<file path="src/rtl/imem_loader.sv">
// imem_loader
// -----------
// Downloads a program into instruction memory from a little-endian byte
// stream, then releases the core. The stream is a 4-byte word count N
// followed by N 32-bit words. Each word is written through the memory
// write port in a single-cycle WRITE slot. cpu_run stays low until the
// last word is stored.
//
// Ports
//   clk        system clock, rising edge
//   rst_n      asynchronous active-low reset
//   start      one-cycle pulse: begin a load (IDLE) or reload (DONE/ERR)
//   in_valid   byte-stream valid
//   in_data    byte-stream data (8 bits)
//   in_ready   loader accepts a byte this cycle (HDR, LOAD)
//   mem_we     instruction memory write enable, one pulse per word
//   mem_addr   word-aligned byte address of the word being written
//   mem_wdata  assembled instruction word
//   busy       load in progress (HDR, LOAD, WRITE)
//   cpu_run    program fully stored; core released (DONE)
//   err        header word count exceeds memory capacity (ERR)
module imem_loader #(
    parameter int ADDR_WIDTH = 8
) (
    input  logic        clk,
    input  logic        rst_n,
    input  logic        start,
    input  logic        in_valid,
    input  logic [7:0]  in_data,
    output logic        in_ready,
    output logic        mem_we,
    output logic [31:0] mem_addr,
    output logic [31:0] mem_wdata,
    output logic        busy,
    output logic        cpu_run,
    output logic        err
);

    typedef enum logic [2:0] {
        IDLE,
        HDR,
        LOAD,
        WRITE,
        DONE,
        ERR
    } state_t;

    // Largest legal word count. Kept 33 bits wide so that the comparison
    // against a 32-bit header never overflows.
    localparam logic [32:0] CAPACITY = 33'd1 << ADDR_WIDTH;

    state_t              state_reg;
    state_t              state_next;
    logic [1:0]          bcnt_reg;
    // One bit wider than the address so that N == 2^ADDR_WIDTH can be
    // reached without the index wrapping before the final compare.
    logic [ADDR_WIDTH:0] widx_reg;
    logic [31:0]         count_reg;
    logic [31:0]         addr_reg;
    logic [31:0]         wdata_reg;

    logic                accept;
    logic                last_byte;
    logic                last_word;
    logic [31:0]         assembled;

    assign accept    = in_valid & in_ready;
    assign last_byte = accept & (bcnt_reg == 2'd3);
    assign last_word = (32'(widx_reg) == (count_reg - 32'd1));

    // Byte lanes 0..2 are held in registers. Lane 3 is the byte that is
    // on the bus when the group completes, so it is taken straight from
    // in_data. The same lanes serve both the header and the program words.
    for (genvar gi = 0; gi < 3; gi++) begin : g_lane
        logic [7:0] lane;

        always_ff @(posedge clk or negedge rst_n) begin
            if (!rst_n) begin
                lane <= 8'h00;
            end else if (accept && (bcnt_reg == 2'(gi))) begin
                lane <= in_data;
            end
        end
    end

    assign assembled = {in_data, g_lane[2].lane, g_lane[1].lane, g_lane[0].lane};

    // State register
    always_ff @(posedge clk or negedge rst_n) begin
        if (!rst_n) begin
            state_reg <= IDLE;
        end else begin
            state_reg <= state_next;
        end
    end

    // Next-state logic
    always_comb begin
        state_next = state_reg;
        case (state_reg)
            IDLE: begin
                if (start) begin
                    state_next = HDR;
                end
            end
            HDR: begin
                if (last_byte) begin
                    if (assembled == 32'd0) begin
                        state_next = DONE;
                    end else if ({1'b0, assembled} > CAPACITY) begin
                        state_next = ERR;
                    end else begin
                        state_next = LOAD;
                    end
                end
            end
            LOAD: begin
                if (last_byte) begin
                    state_next = WRITE;
                end
            end
            WRITE: begin
                state_next = last_word ? DONE : LOAD;
            end
            DONE, ERR: begin
                if (start) begin
                    state_next = HDR;
                end
            end
            default: begin
                state_next = IDLE;
            end
        endcase
    end

    // Counters and the write-port registers
    always_ff @(posedge clk or negedge rst_n) begin
        if (!rst_n) begin
            bcnt_reg  <= 2'd0;
            widx_reg  <= '0;
            count_reg <= 32'd0;
            addr_reg  <= 32'd0;
            wdata_reg <= 32'd0;
        end else begin
            // Outside a load the counters are kept cleared. As a result,
            // every entry into HDR starts from byte 0 and word 0.
            if ((state_reg == IDLE) || (state_reg == DONE) || (state_reg == ERR)) begin
                bcnt_reg <= 2'd0;
                widx_reg <= '0;
            end else begin
                if (accept) begin
                    bcnt_reg <= bcnt_reg + 2'd1;
                end
                if (state_reg == WRITE) begin
                    widx_reg <= widx_reg + 1'b1;
                end
            end

            if ((state_reg == HDR) && last_byte) begin
                count_reg <= assembled;
            end

            // Address and data are captured as the word completes.
            // They are then stable for the whole WRITE cycle, and they
            // hold their values afterwards.
            if ((state_reg == LOAD) && last_byte) begin
                addr_reg  <= 32'({widx_reg, 2'b00});
                wdata_reg <= assembled;
            end
        end
    end

    // Control outputs depend only on the registered state.
    assign in_ready  = (state_reg == HDR) || (state_reg == LOAD);
    assign busy      = (state_reg == HDR) || (state_reg == LOAD) || (state_reg == WRITE);
    assign mem_we    = (state_reg == WRITE);
    assign cpu_run   = (state_reg == DONE);
    assign err       = (state_reg == ERR);
    assign mem_addr  = addr_reg;
    assign mem_wdata = wdata_reg;

endmodule
</file>
<file path="config.mk">
export PLATFORM = sky130hd
export DESIGN_NAME = imem_loader
export DESIGN_NICKNAME = d
export VERILOG_FILES = /design/src/rtl/imem_loader.sv
export SDC_FILE = /design/constraint.sdc
export NUM_CORES = 1
export LEC_CHECK = 0
export BUFFER_PORTS_ARGS = -buffer_cell sky130_fd_sc_hd__buf_4
export CAP_MARGIN = 20
export CORE_AREA = 2 2 128 130
export CTS_BUF_LIST = sky130_fd_sc_hd__clkbuf_16
export DETAILED_ROUTE_END_ITERATION = 6
export DIE_AREA = 0 0 130 132
export GPL_ROUTABILITY_DRIVEN = 0
export PLACE_DENSITY_LB_ADDON = 0.12
export REMOVE_ABC_BUFFERS = 1
export SLEW_MARGIN = 20
export SYNTH_ARGS = -nofsm -noshare
export SYNTH_HDL_FRONTEND = slang
export SYNTH_SLANG_ARGS = --single-unit
</file>
<file path="constraint.sdc">
create_clock -name clk -period 4.28 [get_ports clk]
set_clock_uncertainty 0.1 [all_clocks]
set_input_delay 0.428 -clock clk [delete_from_list [all_inputs] [get_ports clk]]
set_output_delay 0.428 -clock clk [all_outputs]
set_load 0.01 [all_outputs]
</file>
== Word-level counts from Yosys, hierarchy flattened ==
Index checks and enable logic that the tools add are counted.
Storage, ports and cells
  bits in latches: 0
  memories: 0
  register bits after elaboration: 111
  ROM bits: 0
  RAM bits: 0
  logic and storage cells: 54
Operators by class
  divide/modulo/power cells: 0
  add/subtract/negate cells: 3
  shifts and indexed selects: 0
  $lt $le $gt $ge: 1
  $mul: 0
  reductions and logical operators: 16
  mux-type cells: 11
  bitwise operators: 2
  equal/unequal tests: 12
Operators by type and width (count)
  equality test 9 x 32 -> 1 bit: 1
  > comparator 32 x 9 -> 1 bit, second input constant: 1
  zero test 32 bit: 1
  subtractor 32 x 1 -> 32 bit, second input constant: 1
  two-way mux 3 bit: 6
  two-way mux 9 bit: 2
  case mux 3 bit (4 select lines): 1
  adder 9 x 1 -> 9 bit, second input constant: 1
  equality test 3 x 2 -> 1 bit, second input constant: 2
  equality test 3 bit, second input constant: 2
  logical AND 1 bit: 5
  equality test 2 bit, second input constant: 2
  logical OR 1 bit: 4
  two-way mux 2 bit: 2
  inequality test 2 bit, second input constant: 2
  nonzero test 2 bit: 2
  equality test 3 x 1 -> 1 bit, second input constant: 1
  zero test 3 bit: 1
  AND reduction 3 bit: 1
  OR reduction 3 bit: 1
  adder 2 x 1 -> 2 bit, second input constant: 1
  bitwise AND 1 bit: 2
  equality test 2 x 1 -> 1 bit, second input constant: 1
  zero test 2 bit: 1
  inequality test 2 x 1 -> 1 bit, second input constant: 1

== Depth between registers and ports, before layout ==
  depth after elaboration: 6
  mapped depth: 9

== Worst setup path after synthesis ==
OpenSTA, ideal clock, no wires.
  path kind: register to register
  start point: reg count_reg[0]
  end point: reg state_reg[1]
  stages on the path, launching flop included: 10
  period minus slack after synthesis: 2.398 ns
  data required time: 4.055 ns
  arrival time: 2.174 ns
  setup time: 0.125 ns
  setup slack: 1.882 ns
  cell sequence: dfrtp_1 > inv_1 > ha_1 > nor3b_2 > nand3_1 > or4_1 > xnor2_1 > nor4_1 > and4_1 > a21oi_1
Between the ends
  word-level cells in the longest chain between the ends: 4
Ends and longest elaborated chain
  start, declared: line 58  | logic [31:0] count_reg;
  start signal, assigned: line 160  | count_reg <= assembled;
  subtractor 32 x 1 -> 32 bit: line 69  | assign last_word = (32'(widx_reg) == (count_reg - 32'd1));
  equality test 9 x 32 -> 1 bit: line 69
  two-way mux 3 bit: line 123  | state_next = last_word ? DONE : LOAD;
  case mux 3 bit (4 select lines): line 100  | case (state_reg)
  end signal, assigned: line 93  | state_reg <= state_next;
  end, declared: line 52  | state_t state_reg;
Every way passes these cells.
A chain may end at the register's enable or synchronous reset.

== Final worst setup path ==
Same ends and word-level chain as after synthesis.

==> metrics <==
status completed; final setup fails 0; post-route ant nets 0; Worst-Skew Late Latency 0.35 ns; Final HPWL DP 8793 um; Synth Instances about 450; fin crit period 2.709 ns; # rows 46; fin nets ~530; Die H 132 um; CTS buffer count 9; final slew viol count 0; Synth cell types 54; Hold Buf Count CTS 0; worst IR drop on VDD 0.2523 mV; CP required 4.42 ns; total track usage between 10% and 20%; Clk pin slew, worst setup/hold paths 0.07 ns; crit-path cells inv_1 > ha_1 > nor3b_2 > nand3_1 > or4_1 > xnor2_1 > nor4_1 > and4_1 > a21oi_1; PnR worst setup slack roughly 1.6 ns; DR WL/cell 16.56 um; DRT Wirelength 12060 um; fillers 1522; CTS max path bufs 2; initial antenna violation count 0; num ports about 80; Post-Layout Inst Area 6248 um2; CP startpoint kind flip-flop; leakage 2.880 nW; Max-Cap Viols 0; clk sinks approximately 110; CTS tree done; Worst path max stage delay 0.47 ns; Tot Pwr 0.003372 W; H-tree depth 3; ranking of synthesized cells by area dfrtp_1, mux2_2, buf_4; CP arrival approximately 2.9 ns; largest net degree at the start of global routing 56; number of flops mapped to enable cells by yosys 0; grt ovf 0; fraction of registers with async set/reset 100.0%; Die W 130 um; top post-synthesis cells by count dfrtp_1, mux2_2, buf_4, nor2_1, nand2_1; number of buffers added for setup after CTS 0; Syn Area/Cell 11.89 um2; RSZ-0062 raised after global routing false; Seq/Total Area, Yosys 51.47%; clk root buf clkbuf_16; iteration-0 DRC count of the detailed router 159; Antenna Cells 0; pre-CTS WS 1.585 ns; crit path capture type flip-flop; vias per cell 5.015; synth-to-layout area growth 15.79%; share of the synthesized area in the top cell type 51.47%; largest area contributor in the synthesized netlist dfrtp_1; vias in the first global route 3742; hold slack 0.02679 ns; die area 17160 um2; share of layout cells above drive strength 1 around 36%; Via Count 3651; DRC 0; HP Class in -> async; Worst-Margin Slew 0.7198 ns; most frequent cell after synthesis dfrtp_1; Pre-Repair DR Iteration Count 4; fin crit share 63.28%; Fin. Hold Viols 0; CP Max Fanout 8; pwr/cell area around 540 nW/um2; initial core utilization 34.34%; slowest CP cell nor3b_2; critical path type reg -> reg; Syn. warnings 0; relative max-transition margin 52.01%; first-pass GRT wire length 20290 um; setup_tns 0 ns; mapped cell area approximately 5400 um2; IO buf count 57; #FFs+latches synth 111; Core Footprint 15710 um2; post-cts resize count 0; FMAX 0.3692 GHz; ys flop type dfrtp_1; Post-DP Area 5978 um2
worst paths after layout:
kind	depth (start not counted)	start	slack, ns	end
max	9	count_reg[0]	1.57	state_reg[1]
min	1	rst_n	0.03	bcnt_reg[1]
max reg2reg	9	count_reg[0]	1.57	state_reg[1]
min reg2reg	1	count_reg[28]	0.40	count_reg[28]
max in group asynchronous	2	rst_n	3.13	g_lane[0].lane[7]
min in group clk	2	in_data[0]	0.26	g_lane[2].lane[0]
per-layer routing:
| layer | part of all wire [%] | vias up | track usage (%) |
|---|---|---|---|
| li1 | - | 1723 | - |
| met1 | 46 | 1828 | 20.32 |
| met2 | 48 | 85 | 24.05 |
| met3 | 4.2 | 15 | 4.140 |
| met4 | 1.5 | 0 | 4.301 |
| met5 | 0 | - | 0 |
critical path: cells and delay by family (launching register included):
family / cells / cell delay [ns]
simple gates: 5 / 1.55
xor+xnor: 1 / 0.14
buf+inv: 1 / 0.13
compound gates: 1 / 0.07
fa+ha+maj: 1 / 0.20
flops: 1 / 0.40
cell families (layout without fill, tap and decap cells):
group / after synthesis / after routing / share of synthesized area [%]
AND/OR/NAND/NOR: 120 / 120 / 12.96
multiplexers: 94 / 94 / 19.57
buffers and inverters: 51 / 87 / 5.286
AO/OA/AOI/OAI: 55 / 55 / 6.655
XOR/XNOR: 16 / 16 / 2.597
flip-flops: 111 / 111 / 51.47
adder cells (fa/ha/maj): 6 / 6 / 1.391
other: 1 / 23 / 0.06949
where the power goes:
group / switching, W / leakage (nW) / internal, W
clock network: 0.000391 / 0.132 / 0.000397
registers: 0.000345 / 1.46 / 0.00130
logic: 0.000458 / 1.29 / 0.000478
cell type report:
type | count | area [um2] | share of cell area (%)
multi-input combinational | 314 | 2427 | 38.85
tap | 216 | 270.3 | 4.325
clock buffer | 9 | 225.2 | 3.604
inverter | 10 | 37.54 | 0.6007
timing repair buffer | 62 | 465.4 | 7.449
clock inverter | 6 | 45.04 | 0.7209
sequential | 111 | 2778 | 44.45
cells in the final DEF, fill, tap and decap left out, drive strengths merged, types with 3 or more instances in the layout:
cell       n
o21ai     19
a31oi      5
conb      23
mux2      92
a2bb2oi    3
nand2b     8
nor4      16
buf       62
xor2      10
clkbuf     9
dfrtp    111
o31ai      6
nand2     21
nand3     12
ha         6
nand4      7
xnor2      6
inv       13
or4        4
nand3b     3
nor2      22
a21oi     10
nor3      13
nor3b      3
or3        4
stage by stage:
stage | utilization [%] | instances
6_report | 39.77 | 728
5_1_grt | 39.77 | 728
4_1_cts | 39.77 | 728
3_5_place_dp | 38.05 | 713
3_3_place_gp | 38.05 | 713
2_1_floorplan | - | 435
(Power assumes the default switching activity.)
